## src/rtl/pia_bus_poller_if.sv

```systemverilog
// pia_bus_poller_if: register bus to the PIA-style UART plus the rx/tx byte streams
interface pia_bus_poller_if;
  logic [1:0] bus_addr;
  logic       bus_wen;
  logic       bus_en;
  logic [7:0] bus_wdata;
  logic [7:0] bus_rdata;
  logic       rx_valid;
  logic [7:0] rx_data;
  logic       rx_ready;
  logic       tx_valid;
  logic [7:0] tx_data;
  logic       tx_ready;
  modport master (
    output bus_addr, bus_wen, bus_en, bus_wdata, rx_valid, rx_data, tx_ready,
    input  bus_rdata, rx_ready, tx_valid, tx_data
  );
  modport slave (
    input  bus_addr, bus_wen, bus_en, bus_wdata, rx_valid, rx_data, tx_ready,
    output bus_rdata, rx_ready, tx_valid, tx_data
  );
endinterface

```

## src/rtl/pia_bus_poller.sv

```systemverilog
// pia_bus_poller: polls a PIA-style UART (RX/RXCR/TX/TXCR) and exposes rx/tx valid-ready byte streams
// Optional PIA_POLL_CRLF_EN: every accepted 0x0D is followed by an automatic 0x0A write
module pia_bus_poller #(
  parameter int POLL_GAP  = 4,
  parameter int TX_SETTLE = 3
) (
  input logic clk,
  input logic rst,
  pia_bus_poller_if.master bus
);
  typedef enum logic [3:0] {
    INIT, INIT_SU, INIT_WR, GAP, PRE, RXCR_RD, RXCR_CHK, RX_PRE,
    RX_RD, RX_CAP, RX_HOLD, TXST_RD, TXST_CHK, TX_WR, SETTLE
  } state_t;
  localparam logic [7:0] GAP_LAST = 8'(POLL_GAP > 1 ? POLL_GAP - 1 : 0);
  localparam logic [7:0] SET_LAST = 8'(TX_SETTLE > 1 ? TX_SETTLE - 1 : 0);
  state_t     state, state_n;
  logic [7:0] cnt, rx_q, wr_byte;
  logic       last_tx, sel_tx, tx_want, wr_go;
`ifdef PIA_POLL_CRLF_EN
  logic lf_pend;
  always_ff @(posedge clk) begin
    if (rst) lf_pend <= 1'b0;
    else if (state == TX_WR) lf_pend <= wr_go && !lf_pend && bus.tx_data == 8'h0D;
  end
  assign tx_want     = bus.tx_valid | lf_pend;
  assign wr_byte     = lf_pend ? 8'h0A : bus.tx_data;
  assign bus.tx_ready = state == TX_WR && !lf_pend && bus.tx_valid;
`else
  assign tx_want     = bus.tx_valid;
  assign wr_byte     = bus.tx_data;
  assign bus.tx_ready = state == TX_WR && bus.tx_valid;
`endif
  // a TX_WR entered with nothing to send (tx_valid dropped) performs no access
  assign wr_go = state == TX_WR && tx_want;
  always_ff @(posedge clk) begin
    if (rst) begin
      state   <= INIT;
      cnt     <= '0;
      last_tx <= 1'b1;
      sel_tx  <= 1'b0;
      rx_q    <= '0;
    end else begin
      state   <= state_n;
      cnt     <= state_n == state ? cnt + 8'd1 : '0;
      last_tx <= state == TXST_RD ? 1'b1 : state == RXCR_RD ? 1'b0 : last_tx;
      sel_tx  <= state == GAP ? !last_tx && tx_want : sel_tx;
      rx_q    <= state == RX_CAP ? {1'b0, bus.bus_rdata[6:0]} : rx_q;
    end
  end
  always_comb begin
    state_n = state;
    case (state)
      INIT:     state_n = INIT_SU;
      INIT_SU:  state_n = INIT_WR;
      INIT_WR:  state_n = SETTLE;
      GAP:      state_n = cnt >= GAP_LAST ? PRE : GAP;
      PRE:      state_n = sel_tx ? TXST_RD : RXCR_RD;
      RXCR_RD:  state_n = RXCR_CHK;
      RXCR_CHK: state_n = bus.bus_rdata[7] ? RX_PRE : GAP;
      RX_PRE:   state_n = RX_RD;
      RX_RD:    state_n = RX_CAP;
      RX_CAP:   state_n = RX_HOLD;
      RX_HOLD:  state_n = bus.rx_ready ? GAP : RX_HOLD;
      TXST_RD:  state_n = TXST_CHK;
      TXST_CHK: state_n = !bus.bus_rdata[7] && tx_want ? TX_WR : GAP;
      TX_WR:    state_n = wr_go ? SETTLE : GAP;
      SETTLE:   state_n = cnt >= SET_LAST ? GAP : SETTLE;
      default:  state_n = INIT;
    endcase
  end
  // every access state is preceded and followed by a cycle driving the same address
  assign bus.bus_en    = state inside {INIT_WR, RXCR_RD, RX_RD, TXST_RD} || wr_go;
  assign bus.bus_wen   = state == INIT_WR || wr_go;
  assign bus.bus_wdata = state == INIT_WR ? 8'h7F : wr_go ? wr_byte : 8'h00;
  assign bus.bus_addr  = state inside {INIT_SU, INIT_WR, TXST_RD, TXST_CHK, TX_WR, SETTLE} || (state == PRE && sel_tx) ? 2'b10 :
                         state inside {RXCR_RD, RXCR_CHK} || (state == PRE && !sel_tx) ? 2'b01 : 2'b00;
  assign bus.rx_valid  = state == RX_HOLD;
  assign bus.rx_data   = rx_q;
endmodule

```

## src/flat_wrapper.sv

```systemverilog
// flat-port wrapper written by rule: the top's interface ports become plain ports
module pia_bus_poller_flat 
#(
  parameter int POLL_GAP  = 4,
  parameter int TX_SETTLE = 3
)
  (clk, rst, bus_bus_addr, bus_bus_wen, bus_bus_en, bus_bus_wdata, bus_rx_valid, bus_rx_data, bus_tx_ready, bus_bus_rdata, bus_rx_ready, bus_tx_valid, bus_tx_data);
  pia_bus_poller_if bus_i ();
  input logic clk;
  input logic rst;
  output wire logic [$bits(bus_i.bus_addr)-1:0] bus_bus_addr;
  output wire logic [$bits(bus_i.bus_wen)-1:0] bus_bus_wen;
  output wire logic [$bits(bus_i.bus_en)-1:0] bus_bus_en;
  output wire logic [$bits(bus_i.bus_wdata)-1:0] bus_bus_wdata;
  output wire logic [$bits(bus_i.rx_valid)-1:0] bus_rx_valid;
  output wire logic [$bits(bus_i.rx_data)-1:0] bus_rx_data;
  output wire logic [$bits(bus_i.tx_ready)-1:0] bus_tx_ready;
  input wire logic [$bits(bus_i.bus_rdata)-1:0] bus_bus_rdata;
  input wire logic [$bits(bus_i.rx_ready)-1:0] bus_rx_ready;
  input wire logic [$bits(bus_i.tx_valid)-1:0] bus_tx_valid;
  input wire logic [$bits(bus_i.tx_data)-1:0] bus_tx_data;
  assign bus_bus_addr = bus_i.bus_addr;
  assign bus_bus_wen = bus_i.bus_wen;
  assign bus_bus_en = bus_i.bus_en;
  assign bus_bus_wdata = bus_i.bus_wdata;
  assign bus_rx_valid = bus_i.rx_valid;
  assign bus_rx_data = bus_i.rx_data;
  assign bus_tx_ready = bus_i.tx_ready;
  assign bus_i.bus_rdata = bus_bus_rdata;
  assign bus_i.rx_ready = bus_rx_ready;
  assign bus_i.tx_valid = bus_tx_valid;
  assign bus_i.tx_data = bus_tx_data;
  pia_bus_poller #(.POLL_GAP(POLL_GAP), .TX_SETTLE(TX_SETTLE)) u_core (.clk(clk), .rst(rst), .bus(bus_i));
endmodule
```

## config.mk

```make
export PLATFORM = sky130hd
export DESIGN_NAME = pia_bus_poller_flat
export DESIGN_NICKNAME = d
export VERILOG_FILES = /design/src/rtl/pia_bus_poller_if.sv /design/src/rtl/pia_bus_poller.sv /design/src/flat_wrapper.sv
export SDC_FILE = /design/constraint.sdc
export NUM_CORES = 1
export LEC_CHECK = 0
export ABC_AREA = 1
export CORE_MARGIN = 4
export CORE_UTILIZATION = 35
export CTS_CLUSTER_DIAMETER = 30
export DETAILED_ROUTE_END_ITERATION = 6
export PLACE_DENSITY = 0.75
export SYNTH_ARGS = -nofsm -noshare
export SYNTH_HDL_FRONTEND = slang
export SYNTH_SLANG_ARGS = --single-unit
```

## constraint.sdc

```tcl
create_clock -name clk -period 1.8 [get_ports clk]
set_clock_uncertainty 0.1 [all_clocks]
set_input_delay 0.36 -clock clk [delete_from_list [all_inputs] [get_ports clk]]
set_output_delay 0.36 -clock clk [all_outputs]
set_load 0.02 [all_outputs]
```

# Yosys cells after proc, flatten, opt, wreduce, memory -nomap -nowiden
# Index checks and enable logic that the tools add are counted.
# op_classes
addsub,1
mul,0
div,0
magnitude_cmp,2
n_eq_ne,15
shift,0
muxes,12
bitwise_logic,1
n_reduce_logical,18
# ops
operator,count
$pmux W4 S15,1
$eq A4 B4 Y1 const B,7
$mux W4,5
$eq A4 B3 Y1 const B,4
$ge A8 B2 Y1 const B,2
$mux W8,2
$add A8 B1 Y8 const B,1
$eq A4 B2 Y1 const B,2
$mux W3,2
$reduce_bool A6 Y1,1
$logic_and A1 B1 Y1,5
$eq A4 B1 Y1 const B,1
$eq A4 B4 Y1,1
$logic_not A4 Y1,1
$logic_or A1 B1 Y1,4
$reduce_bool A4 Y1,1
$reduce_or A2 Y1,2
$logic_not A1 Y1,3
$mux W2,1
$reduce_bool A2 Y1,1
$mux W1,1
$not A1 Y1,1
# totals
reg_bits,21
latch_bits,0
ramBits,0
rom_bits,0
output_inout_bits,22
memories,0

# Depth between registers and ports, before layout
# depth
ltp_word,7
ltp_mapped,13

# Worst setup path after synthesis
# No wires, ideal clock.
# synth_timing
kind,register to register
start,reg u_core.cnt[0]
end,reg u_core.cnt[6]
arrival_time_ns,1.456
required_time_ns,1.583
slack_ns,0.127
path_stages_with_launch,12
period_less_slack_ns,1.673
path_cell_list,dfxtp_1 -> inv_1 -> ha_1 -> nor2_1 -> nand2_1 -> o21ai_0 -> nand2_1 -> or2_1 -> nor2_1 -> nor2_2 -> nand2_4 -> nor2_2
# synth_via
elab_chain_cells,6
elab_cells_between_ends,9
# synth_rtl
item,line_no,source
"start, declared",pia_bus_poller.sv:18,"logic [7:0] cnt, rx_q, wr_byte;"
"start signal, assigned",pia_bus_poller.sv:45,cnt <= state_n == state ? cnt + 8'd1 : '0;
"$ge A8 B2 Y1, on equally long branches","pia_bus_poller.sv:68, pia_bus_poller.sv:57",
$mux W4 / $mux W3 (equally long branches),"pia_bus_poller.sv:68, pia_bus_poller.sv:57",
$pmux W4 S15,pia_bus_poller.sv:53,case (state)
$eq A4 B4 Y1,pia_bus_poller.sv:45,
$not A1 Y1 (no line),--,
$reduce_or A2 Y1 (no line),--,
# Parallel ways exist; a longest one is shown, timed or not.
# A chain may end at the register's enable or synchronous reset.

# Final worst setup path
# layout_timing
start,reg u_core.state[3]
end,out bus_bus_addr[1]
# layout_via
elab_chain_cells,4
elab_cells_between_ends,11
# layout_rtl
item,line_no,source
"start, declared",pia_bus_poller.sv:17,"state_t state, state_n;"
"start signal, assigned",pia_bus_poller.sv:44,state <= state_n;
"$eq A4 B1 Y1, or another cell as far along",pia_bus_poller.sv:76,"assign bus.bus_addr = state inside {INIT_SU, INIT_WR, TXST_RD, TXST_CHK, TX_WR, SETTLE} || (state == PRE && se ..."
$reduce_bool A6 Y1 / $logic_and A1 B1 Y1 (equally long branches),pia_bus_poller.sv:76,
$logic_or A1 B1 Y1 *,pia_bus_poller.sv:76,
$mux W2 *,pia_bus_poller.sv:76,
"end, declared",flat_wrapper.sv:11,output wire logic [$bits(bus_i.bus_addr)-1:0] bus_bus_addr;
# Every way passes the cells marked *; elsewhere a longest branch is shown, timed or not.

==> results.txt <==
The logs give 0.00465 mm^2 for the area enclosed by the die boundary and 846 um^2 for the area taken by multi-input logic gates. Prior to clock tree synthesis, the placed netlist has a worst setup slack of -0.478 ns. In the routed design, unresolved DRC markers number 0.

Critical path endpoint category: an output pin. The fill cell total of the finished layout was 301. Dividing total power by cell area gives a power density of 1370 mW/mm^2.

The register bit total from synthesis is 21, and the arrival time of the worst setup path is 1.49 ns. The number of antenna diodes in the final layout is 0. The top cell types in the final layout, fill and taps aside, are 59 x sky130_fd_sc_hd__buf_4, 35 x sky130_fd_sc_hd__nand2_1, 27 x sky130_fd_sc_hd__nor2_1, 24 x sky130_fd_sc_hd__clkdlybuf4s50_1.

The worst register-to-register path begins at u_core.state[2]. Based on the critical path, the design can be clocked at up to 513 MHz. The synthesized-area fraction occupied by xor and xnor cells is 0.0415, and the count of input and output buffers is 40. In this run the worst path has a maximum fanout of 4. After the last flow step, the layout net total stands at 310.

The run finished, with violations left. The fraction of layout instances using a drive strength above 1 is 0.432, and the detail-routed via count per cell is 4.61. In this run the cell area of the synthesized design comes to 0.00127 mm^2.

By area the synthesized netlist is led by sky130_fd_sc_hd__dfxtp_1 33%, sky130_fd_sc_hd__nand2_1 12%, sky130_fd_sc_hd__nor2_1 9.8%, sky130_fd_sc_hd__nor2_2 8.9%, sky130_fd_sc_hd__inv_1 4.4%. TritonCTS built the clock tree. The most common cell after layout, fill and taps aside is sky130_fd_sc_hd__buf_4. The clock-pin slew on the worst setup and hold paths was 0.12 ns; the final count of pins violating max slew was 0. Detailed placement ended at an HPWL of 2790 um. For the worst-skew pair, the clock arrives at the later sink with an insertion delay of 0.32 ns.

The routed design has 3860 um of wire. Number of global-route vias before repair: 1434. The tightest min-delay check is of the reg -> reg type. The setup total negative slack is -1.60 ns.

Start point of the worst min-delay path: u_core.last_tx. Yosys mapped the design onto 30 distinct sky130hd cell types. The share of synthesized area spent on multiplexers is 0. For this run, the number of standard cells in the final layout without fillers is 333. The first detailed-routing pass took 4 iterations. The detail route stage leaves a number of antenna-violating nets equal to 0. The row count came out at 21. The time the final worst path needs with I/O delays and setup is 1.95 ns. The final worst-path setup slack is -0.149 ns, and the number of CTS-inserted buffers is 3.

Simple-gate share of the synthesized area: 0.423. Global-route wire length before repair: 6240 um. In this run the worst setup path begins at u_core.state[3]. Setup violations remaining at the end of the flow were counted as 20. Floorplan die width: 68.2 um. Starting density of the core: 0.371. The area fraction in compound gates after synthesis works out to 0.104.

For the synthesized instance count, the log shows 192. The checks that failed: negative setup slack. Clock root buffer master: sky130_fd_sc_hd__clkbuf_4. For the core utilization of the finished layout, the log shows 0.658.

The total I/O pin count came out at 42. The number of endpoints with negative hold slack in the final report was 0; the number of warnings reported in the yosys synthesis log was 0. The run gives 214 as the synthesized netlist net count. The congestion estimate from routability-driven global placement came to 0.853. The worst setup path is launched from a flop.

The total number of vias is 1536, and the area share of the leading cell type in the synthesized netlist is 0.332. The overall routing resource usage is 0.177, and the share of the clock period used by the worst path is 1.08. The first routing iteration left 57 violations.

The run gives 434 um^2 as the area of all sequential standard cells. Measured along the y axis, the die boundary spans 68.2 um. The core area came out at 0.00342 mm^2. Synthesized area per cell: 6.60 um^2. The number of antenna violations at the first check in global routing came out at 0. Setup repair after global routing could not meet its margin everywhere. The clock passes through at most 2 buffers. The run gives 0 as the max-capacitance violation count. IR analysis of the VDD net gives a maximum drop of 0.000733 V. The adder and majority gate portion of the synthesized area works out to 0.0197. In this run the static leakage power is 1.13 nW.

The worst setup path is of the reg -> out kind. The total overflow left after global routing is 0. After detailed placement, the total cell area comes to 0.00203 mm^2. The deepest level of the CTS H-tree is 1, and the signed area change from the synthesized netlist to the final layout is 77.4%. Entering global routing, the biggest net connects 12 pins.

On the final layout, the worst hold slack is 0.392 ns. The run gives 1.34 ns as the endpoint required time on the critical path. The tools report the fraction of the yosys area taken by sequential cells as 0.332. The post-route cell area was 0.00225 mm^2; the detail-routed net length per standard cell was 11.6 um.

For the power after layout, the log shows 3.08 mW. Counting every sink on the clock net gives 21. By area, the combinational part of the netlist is dominated by simple AND/OR/NAND/NOR gates. The synthesized design spends more area on one cell type than any other, namely sky130_fd_sc_hd__dfxtp_1. Number of cells after detailed placement: 319.
[worst max-delay path, cell delays in order, from the launching register on]
cell                      delay [ns]
sky130_fd_sc_hd__dfxtp_2        0.36
sky130_fd_sc_hd__buf_4          0.14
sky130_fd_sc_hd__nor2_4         0.16
sky130_fd_sc_hd__nand3_2        0.11
sky130_fd_sc_hd__nand2_2        0.09
sky130_fd_sc_hd__nor2_1         0.04
sky130_fd_sc_hd__o31ai_1        0.06
sky130_fd_sc_hd__buf_2          0.21
[routing by layer]
metal | wire length [um] | GRT usage
met4 | 83 | 0.0546
met1 | 1750 | 0.227
met5 | 0 | 0
met3 | 184 | 0.0345
met2 | 1830 | 0.298
[repair_timing]
item                       4_1_cts  5_1_grt
buffers inserted                 5        5
gates resized for setup         90       28
hold buffers                     0        0
setup endpoints to repair       22       26
pin swaps                        4       11
cloned                           0        0
[cells in the mapped netlist]
| master | instances |
|---|---|
| sky130_fd_sc_hd__nand2_1 | 40 |
| sky130_fd_sc_hd__nor2_1 | 33 |
| sky130_fd_sc_hd__dfxtp_1 | 21 |
| sky130_fd_sc_hd__nor2_2 | 18 |
| sky130_fd_sc_hd__inv_1 | 15 |
| sky130_fd_sc_hd__nand3_1 | 11 |
| sky130_fd_sc_hd__o21ai_0 | 11 |
| sky130_fd_sc_hd__inv_2 | 7 |
| sky130_fd_sc_hd__a21oi_1 | 4 |
| sky130_fd_sc_hd__nand2_2 | 4 |
| sky130_fd_sc_hd__xor2_1 | 4 |
| sky130_fd_sc_hd__ha_1 | 2 |
| sky130_fd_sc_hd__nand2_4 | 2 |
| sky130_fd_sc_hd__o21ai_1 | 2 |
| sky130_fd_sc_hd__o21bai_1 | 2 |
| sky130_fd_sc_hd__xnor2_1 | 2 |
| sky130_fd_sc_hd__a31oi_1 | 1 |
| sky130_fd_sc_hd__a41oi_1 | 1 |
| sky130_fd_sc_hd__buf_4 | 1 |
| sky130_fd_sc_hd__clkinv_1 | 1 |
| sky130_fd_sc_hd__clkinv_2 | 1 |
| sky130_fd_sc_hd__conb_1 | 1 |
| sky130_fd_sc_hd__nand3_2 | 1 |
| sky130_fd_sc_hd__nand3b_1 | 1 |
| sky130_fd_sc_hd__nand4_1 | 1 |
| sky130_fd_sc_hd__nor2_4 | 1 |
| sky130_fd_sc_hd__nor3_1 | 1 |
| sky130_fd_sc_hd__o2111ai_1 | 1 |
| sky130_fd_sc_hd__o31ai_1 | 1 |
| sky130_fd_sc_hd__or2_1 | 1 |
[cell type report]
class / instances / area share
Clock buffer: 4 / 0.0117
Inverter: 24 / 0.0462
Multi-Input combinational cell: 146 / 0.376
Sequential cell: 21 / 0.193
Tap cell: 46 / 0.0256
Timing Repair Buffer: 92 / 0.347
[worst paths after layout]
kind / end / slack (ns) / cells past startpoint
setup / recovery: bus_bus_addr[1] / -0.15 / 7
hold / removal: u_core.last_tx / 0.39 / 2
setup reg to reg: u_core.cnt[1] / -0.08 / 13
hold reg to reg: u_core.last_tx / 0.39 / 2
[state kept, by name, indices dropped and copies added, names as in the netlist]
signal / flops
u_core.state: 4
u_core.last_tx: 1
u_core.bus.rx_data: 7
u_core.cnt: 8
u_core.sel_tx: 1
[kinds of logic (layout without fill, tap and decap cells)]
family | after synthesis | count (layout)
AND/OR/NAND/NOR | 114 | 114
buffers and inverters | 25 | 120
AO/OA/AOI/OAI | 23 | 23
flip-flops | 21 | 21
XOR/XNOR | 6 | 6
adder cells (fa/ha/maj) | 2 | 2
other | 1 | 1
[power breakdown]
group	switching, mW	internal (mW)	total (mW)
Sequential	0.102	0.567	0.669
Combinational	1.16	1.02	2.17
Clock	0.147	0.0866	0.233
Total	1.40	1.67	3.08
Power figures use the tool's default switching activity.
